`config.mk`:
```
export PLATFORM = sky130hd
export DESIGN_NAME = clken_gen
export DESIGN_NICKNAME = d
export VERILOG_FILES = /design/src/rtl/clken_pkg.sv /design/src/rtl/clken_phase_acc.sv /design/src/rtl/clken_gen.sv
export SDC_FILE = /design/constraint.sdc
export NUM_CORES = 1
export LEC_CHECK = 0
export BUFFER_PORTS_ARGS = -buffer_cell sky130_fd_sc_hd__clkbuf_2
export CAP_MARGIN = 30
export CORE_MARGIN = 8
export CORE_UTILIZATION = 55
export CTS_BUF_LIST = sky130_fd_sc_hd__clkbuf_2 sky130_fd_sc_hd__clkbuf_4 sky130_fd_sc_hd__clkbuf_8
export DETAILED_ROUTE_END_ITERATION = 6
export PLACE_DENSITY_LB_ADDON = 0.08
export SYNTH_ARGS = -nofsm -noshare
export SYNTH_HDL_FRONTEND = slang
export SYNTH_SLANG_ARGS = --single-unit
export TNS_END_PERCENT = 20
```
`constraint.sdc`:
```
create_clock -name clkin -period 3.1 [get_ports clkin]
set_input_delay 0.465 -clock clkin [delete_from_list [all_inputs] [get_ports clkin]]
set_output_delay 0.465 -clock clkin [all_outputs]
set_load 0.005 [all_outputs]
```
`src/rtl/clken_pkg.sv`:
```
// Shared types and sizing helpers for the clock-enable generator.
package clken_pkg;

    // Lock-qualification FSM states.
    typedef enum logic [1:0] {
        WAIT_LOCK = 2'd0,
        COUNT     = 2'd1,
        RUN       = 2'd2
    } state_t;

    // Number of flops in the locked_in synchroniser.
    localparam int SYNC_DEPTH = 2;

    // Width of the lock counter. It holds values up to lock_cycles-1.
    function automatic int cnt_width(input int lock_cycles);
        return (lock_cycles < 2) ? 1 : $clog2(lock_cycles);
    endfunction

endpackage

```
`src/rtl/clken_phase_acc.sv`:
```
// One channel of the clock-enable generator: phase accumulator, carry-to-ce
// register and, with CLKEN_TOGGLE_OUT_EN, a toggle flop for pins/probes.
module clken_phase_acc
    import clken_pkg::*;
#(
    parameter int ACC_W = 32
) (
    input  logic             clkin,
    input  logic             rst,
    input  logic             run,
    input  logic             phase_sync,
    input  logic             en,
    input  logic [ACC_W-1:0] inc,
    output logic             ce
`ifdef CLKEN_TOGGLE_OUT_EN
    ,
    output logic             tog
`endif
);

    logic [ACC_W-1:0] acc;
    logic [ACC_W:0]   sum;

    // The add is one bit wider than the accumulator; the top bit is the wrap.
    assign sum = {1'b0, acc} + {1'b0, inc};

    // Accumulate while running. Reset, not-RUN, phase_sync and channel disable
    // all collapse to the same clear, so their relative priority is moot here.
    always_ff @(posedge clkin) begin
        if (rst || !run || phase_sync || !en) begin
            acc <= '0;
            ce  <= 1'b0;
        end else begin
            acc <= sum[ACC_W-1:0];
            ce  <= sum[ACC_W];
        end
    end

`ifdef CLKEN_TOGGLE_OUT_EN
    // Flip on the same edge that raises ce, so tog changes once per strobe.
    always_ff @(posedge clkin) begin
        if (rst || !run || phase_sync || !en) begin
            tog <= 1'b0;
        end else begin
            tog <= tog ^ sum[ACC_W];
        end
    end
`endif

endmodule

```
`src/rtl/clken_gen.sv`:
```
// Multi-channel fractional clock-enable generator.
// Holds the locked_in synchroniser, the lock-qualification FSM and its
// counter, and instantiates one clken_phase_acc per channel.
// Optional macro CLKEN_TOGGLE_OUT_EN adds the per-channel tog output.
module clken_gen
    import clken_pkg::*;
#(
    parameter int CHANNELS    = 4,
    parameter int ACC_W       = 32,
    parameter int LOCK_CYCLES = 1024
) (
    input  logic                      clkin,
    input  logic                      rst,
    input  logic                      locked_in,
    input  logic [CHANNELS*ACC_W-1:0] inc,
    input  logic [CHANNELS-1:0]       ch_en,
    input  logic                      phase_sync,
    output logic [CHANNELS-1:0]       ce,
    output logic                      ready
`ifdef CLKEN_TOGGLE_OUT_EN
    ,
    output logic [CHANNELS-1:0]       tog
`endif
);

    localparam int             CW       = cnt_width(LOCK_CYCLES);
    localparam logic [CW-1:0]  CNT_LAST = CW'(LOCK_CYCLES - 1);

    logic [SYNC_DEPTH-1:0] sync_q;
    logic                  locked_s;
    state_t                state, next_state;
    logic [CW-1:0]         cnt, cnt_next;
    logic                  run;

    // Bring the asynchronous PLL lock into the clkin domain.
    always_ff @(posedge clkin) begin
        if (rst) begin
            sync_q <= '0;
        end else begin
            sync_q <= {sync_q[SYNC_DEPTH-2:0], locked_in};
        end
    end

    assign locked_s = sync_q[SYNC_DEPTH-1];

    // State, lock counter and ready registers. ready is loaded from the next
    // state so it always equals (state == RUN).
    always_ff @(posedge clkin) begin
        if (rst) begin
            state <= WAIT_LOCK;
            cnt   <= '0;
            ready <= 1'b0;
        end else begin
            state <= next_state;
            cnt   <= cnt_next;
            ready <= (next_state == RUN);
        end
    end

    // Next-state logic. The counter holds the number of consecutive
    // synced-lock cycles seen so far; the first one is counted on the way
    // out of WAIT_LOCK, so RUN is entered after exactly LOCK_CYCLES of them.
    always_comb begin
        next_state = state;
        cnt_next   = cnt;
        case (state)
            WAIT_LOCK: begin
                cnt_next = '0;
                if (locked_s) begin
                    next_state = COUNT;
                    cnt_next   = CW'(1);
                end
            end
            COUNT: begin
                if (!locked_s) begin
                    next_state = WAIT_LOCK;
                    cnt_next   = '0;
                end else if (cnt == CNT_LAST) begin
                    next_state = RUN;
                    cnt_next   = '0;
                end else begin
                    cnt_next = cnt + CW'(1);
                end
            end
            RUN: begin
                cnt_next = '0;
                if (!locked_s) begin
                    next_state = WAIT_LOCK;
                end
            end
            default: begin
                next_state = WAIT_LOCK;
                cnt_next   = '0;
            end
        endcase
    end

    // Accumulate only while RUN persists. Gating on next_state as well lets the
    // channels clear on the same edge that leaves RUN, so ce drops with ready.
    assign run = (state == RUN) && (next_state == RUN);

    // One phase accumulator per channel.
    for (genvar n = 0; n < CHANNELS; n++) begin : g_ch
        clken_phase_acc #(
            .ACC_W (ACC_W)
        ) u_acc (
            .clkin      (clkin),
            .rst        (rst),
            .run        (run),
            .phase_sync (phase_sync),
            .en         (ch_en[n]),
            .inc        (inc[n*ACC_W +: ACC_W]),
            .ce         (ce[n])
`ifdef CLKEN_TOGGLE_OUT_EN
            ,
            .tog        (tog[n])
`endif
        );
    end

endmodule

```
==> metrics.txt <==
Worst Path Arrival=about 3.3 ns; hold slack final=between 0.15 and 0.2 ns; post_cts resized=0; placed cells=1635; Total Power=slightly above 4000 uW; Pleak=between 0.005 and 0.006 uW; Die ar.=approximately 24000 sq um; Sw Ratio=about a quarter; Starting Density=between 50% and 60%; fin cells=~1700; wire length per cell=15.3 microns; Synth area leader=dfxtp_1; final setup vio count=0; clk slew on worst S/H paths=0.08 ns; row count=50; cell count after synthesis=1280; combinational share of power=approximately a tenth; largest family of logic cells by synthesized area=compound AO/OA/AOI/OAI gates; FMAX=about 350 MHz; Congestion Overflow GR=0; Period minus WS final=2.89 ns; synth cell count leaders=nor2_1 (154), dfxtp_1 (147), ha_1 (129); CP Launch Type=flop; Post-Synth Adder-Cell Area=16.1%; CTS tree=yes; Synth Area in XOR/XNOR=around 8.5%; Clock Latency Late Sink=around 0.47 ns; largest net degree at the start of global routing=31; register area share after synthesis=around 28%; Die Y=~150 microns; first-pass GRT wire length=approximately 43000 microns; post-synthesis compound-gate area fraction=approximately 25%; antenna violations before repair=0; number of max-cap violations=0; WP data required=between 3 and 4 ns; # port buffers=140; Clk pwr share=between 40% and 50%; io pins=between 100 and 150; Die Wd=~150 microns; Residual DRC=0; Post-Synth Simple-Gate Area=between 15 and 20%; Hold Startpoint=rst; R2R Path End=g_ch[1].u_acc.acc[28]; clock sink count=147; Post-DP HPWL=between 15000 and 20000 microns; flop-to-flop setup slack=approximately 0.21 ns; CTS root buffer=clkbuf_8; Routed WL=~25000 microns; Tot GR Track Use=a little over a fifth; vias in the first global route=approximately 9500; Critical R2R Launch=g_ch[1].u_acc.acc[0]; worst vdd rail ir drop=around 0.37 mV; Synth top area share=approximately 28%; DRT Pass-1 Iters=5; CTS HTree Levels=4; Clock Skews=0.0180 ns; CTS Buf Count=17; Post-synth top flop=dfxtp_1; final worst-path cycle share=between 90% and 100%; Synth async-reset ratio=0%; Yosys cell types=76; Post-DRT Antenna Nets=0; Placer Congestion=just over 0.9; Core Util, Final=roughly 64%; Worst Hold Class=input port to flop; kind of critical path=flop to flop; vias per inst=slightly below 6; Setup Total Neg Slack=0 ns; Syn Nets=between 1500 and 2000; Placeable Area=18800 sq um; Hold Buf Count CTS=0; Hold Crit Depth=2; Final Net Count=approximately 1700; CP endpoint kind=flop; DR vias=about 9700; R2R depth=10; WHS Endpoint=sync_q[1]; P_int=a little over 3000 uW; sequential power share=approximately 46%; Inserted Diodes=0; power per standard cell area=~340 nW/um^2; Crit Path Max Fanout=4; outcome=complete, no violations; average instance area after synthesis=8.24 sq um; post-synthesis mux area share=less than 1%; largest cells by area after synthesis=dfxtp_1 (28%), ha_1 (15%), a21oi_1 (5.6%); Mapped Area=~11000 sq um; YS warnings=0; Tightest Pin Transition=around 0.7 ns; final hold vios=0; RSZ-0062 raised after global routing=false; layout cell share with drive strength beyond 1=between 10% and 20%; Switch Pwr=around 1000 uW; Final Max Slew Viols=0; First DRT Iteration DRCs=408; # Post-CTS Setup Buffers=0; register bit count reported by yosys=about 150; most common cell in the synthesized netlist=nor2_1; slew margin rel.=52.3%; number of enable flip-flop cells after synthesis=0; P&R area growth vs syn=14.0%; clk buf depth=2
critical path, stage by stage, from the launching register on:
cell and delay [ns]:
dfxtp_1 0.31, ha_1 0.21, fa_1 0.42, a21oi_1 0.19, o22ai_1 0.16, or4_4 0.45
and4_4 0.22, o2111ai_1 0.19, nand3_1 0.20, o31ai_2 0.25, mux2i_1 0.21
flip-flops by register name, summed over array words and instances, names as in the netlist:
signal	count
cnt	10
g_ch.u_acc.acc	128
g_ch.u_acc.ce	4
ready	1
state	2
sync_q	2
layout make-up:
class                      count  area (sq um)
sequential                   147          2940
timing repair buffer         169           918
inverter                      24          90.1
tap                          234           293
multi-input combinational   1061          7320
fill                        1670          6740
clock inverter                12           201
clock buffer                  20           256
power groups by stage:
| stage | Sequential [uW] | Combinational [uW] | Clock [uW] |
|---|---|---|---|
| finish | 1890 | 441 | 1780 |
| global route | 1890 | 489 | 1900 |
| CTS | 1890 | 439 | 1820 |
| detailed placement | 1930 | 434 | 0 |
| global placement | 1930 | 431 | 0 |
| floorplan | 1930 | 271 | 0 |
logic make-up after synthesis:
group                    count (synthesis)
AND/OR/NAND/NOR                        428
AO/OA/AOI/OAI                          392
XOR/XNOR                               102
flip-flops                             147
multiplexers                             6
buffers and inverters                   72
adder cells (fa/ha/maj)                133
layer usage:
| layer | track usage (%) | up-vias | routed length (microns) |
|---|---|---|---|
| li1 | - | 4977 | - |
| met1 | 26.9 | 4450 | 12000 |
| met2 | 35.9 | 228 | 11800 |
| met3 | 4.63 | 28 | 1330 |
| met4 | 6.39 | 0 | 371 |
| met5 | 0 | - | 0 |
metrics by stage:
| stage | worst slack [ns] | area (sq um) |
|---|---|---|
| 6_report | 0.213 | 12000 |
| 5_1_grt | 0.0808 | 12000 |
| 4_1_cts | 0.227 | 12000 |
| 3_5_place_dp | -0.0122 | 11600 |
| 3_3_place_gp | 0.0523 | 11600 |
| 2_1_floorplan | 0.276 | 10500 |
worst max path at each step:
stage | startpoint | to | slack (ns) | depth (start not counted)
global route | g_ch[2].u_acc.acc[0] | g_ch[2].u_acc.acc[30] | 0.08 | 9
global placement | inc[32] | g_ch[1].u_acc.acc[26] | 0.05 | 11
floorplan | inc[32] | g_ch[1].u_acc.acc[26] | 0.28 | 10
finish | g_ch[1].u_acc.acc[0] | g_ch[1].u_acc.acc[28] | 0.21 | 10
detailed placement | inc[32] | g_ch[1].u_acc.acc[26] | -0.01 | 11
CTS | g_ch[1].u_acc.acc[0] | g_ch[1].u_acc.acc[28] | 0.23 | 10
cell usage in the layout, fill, tap and decap left out, types with 7 or more instances in the layout:
| cell | count |
|---|---|
| nor2_1 | 154 |
| dfxtp_1 | 147 |
| clkbuf_2 | 140 |
| ha_1 | 129 |
| a21oi_1 | 117 |
| nand2_1 | 82 |
| a21o_1 | 61 |
| o21ai_0 | 58 |
| xnor2_1 | 57 |
| xor2_1 | 45 |
| nand3_1 | 35 |
| and3_1 | 29 |
| buf_4 | 29 |
| nand4_1 | 27 |
| nor3_1 | 27 |
| a211oi_1 | 25 |
| inv_1 | 24 |
| o21a_1 | 20 |
| nand2b_1 | 17 |
| clkbuf_8 | 17 |
| and2_1 | 12 |
| o21bai_1 | 12 |
| a31oi_1 | 12 |
| o211ai_1 | 12 |
| o31ai_1 | 9 |
| nor2b_1 | 8 |
| or2_2 | 7 |
Note: power is estimated with default switching activity, not from simulation.
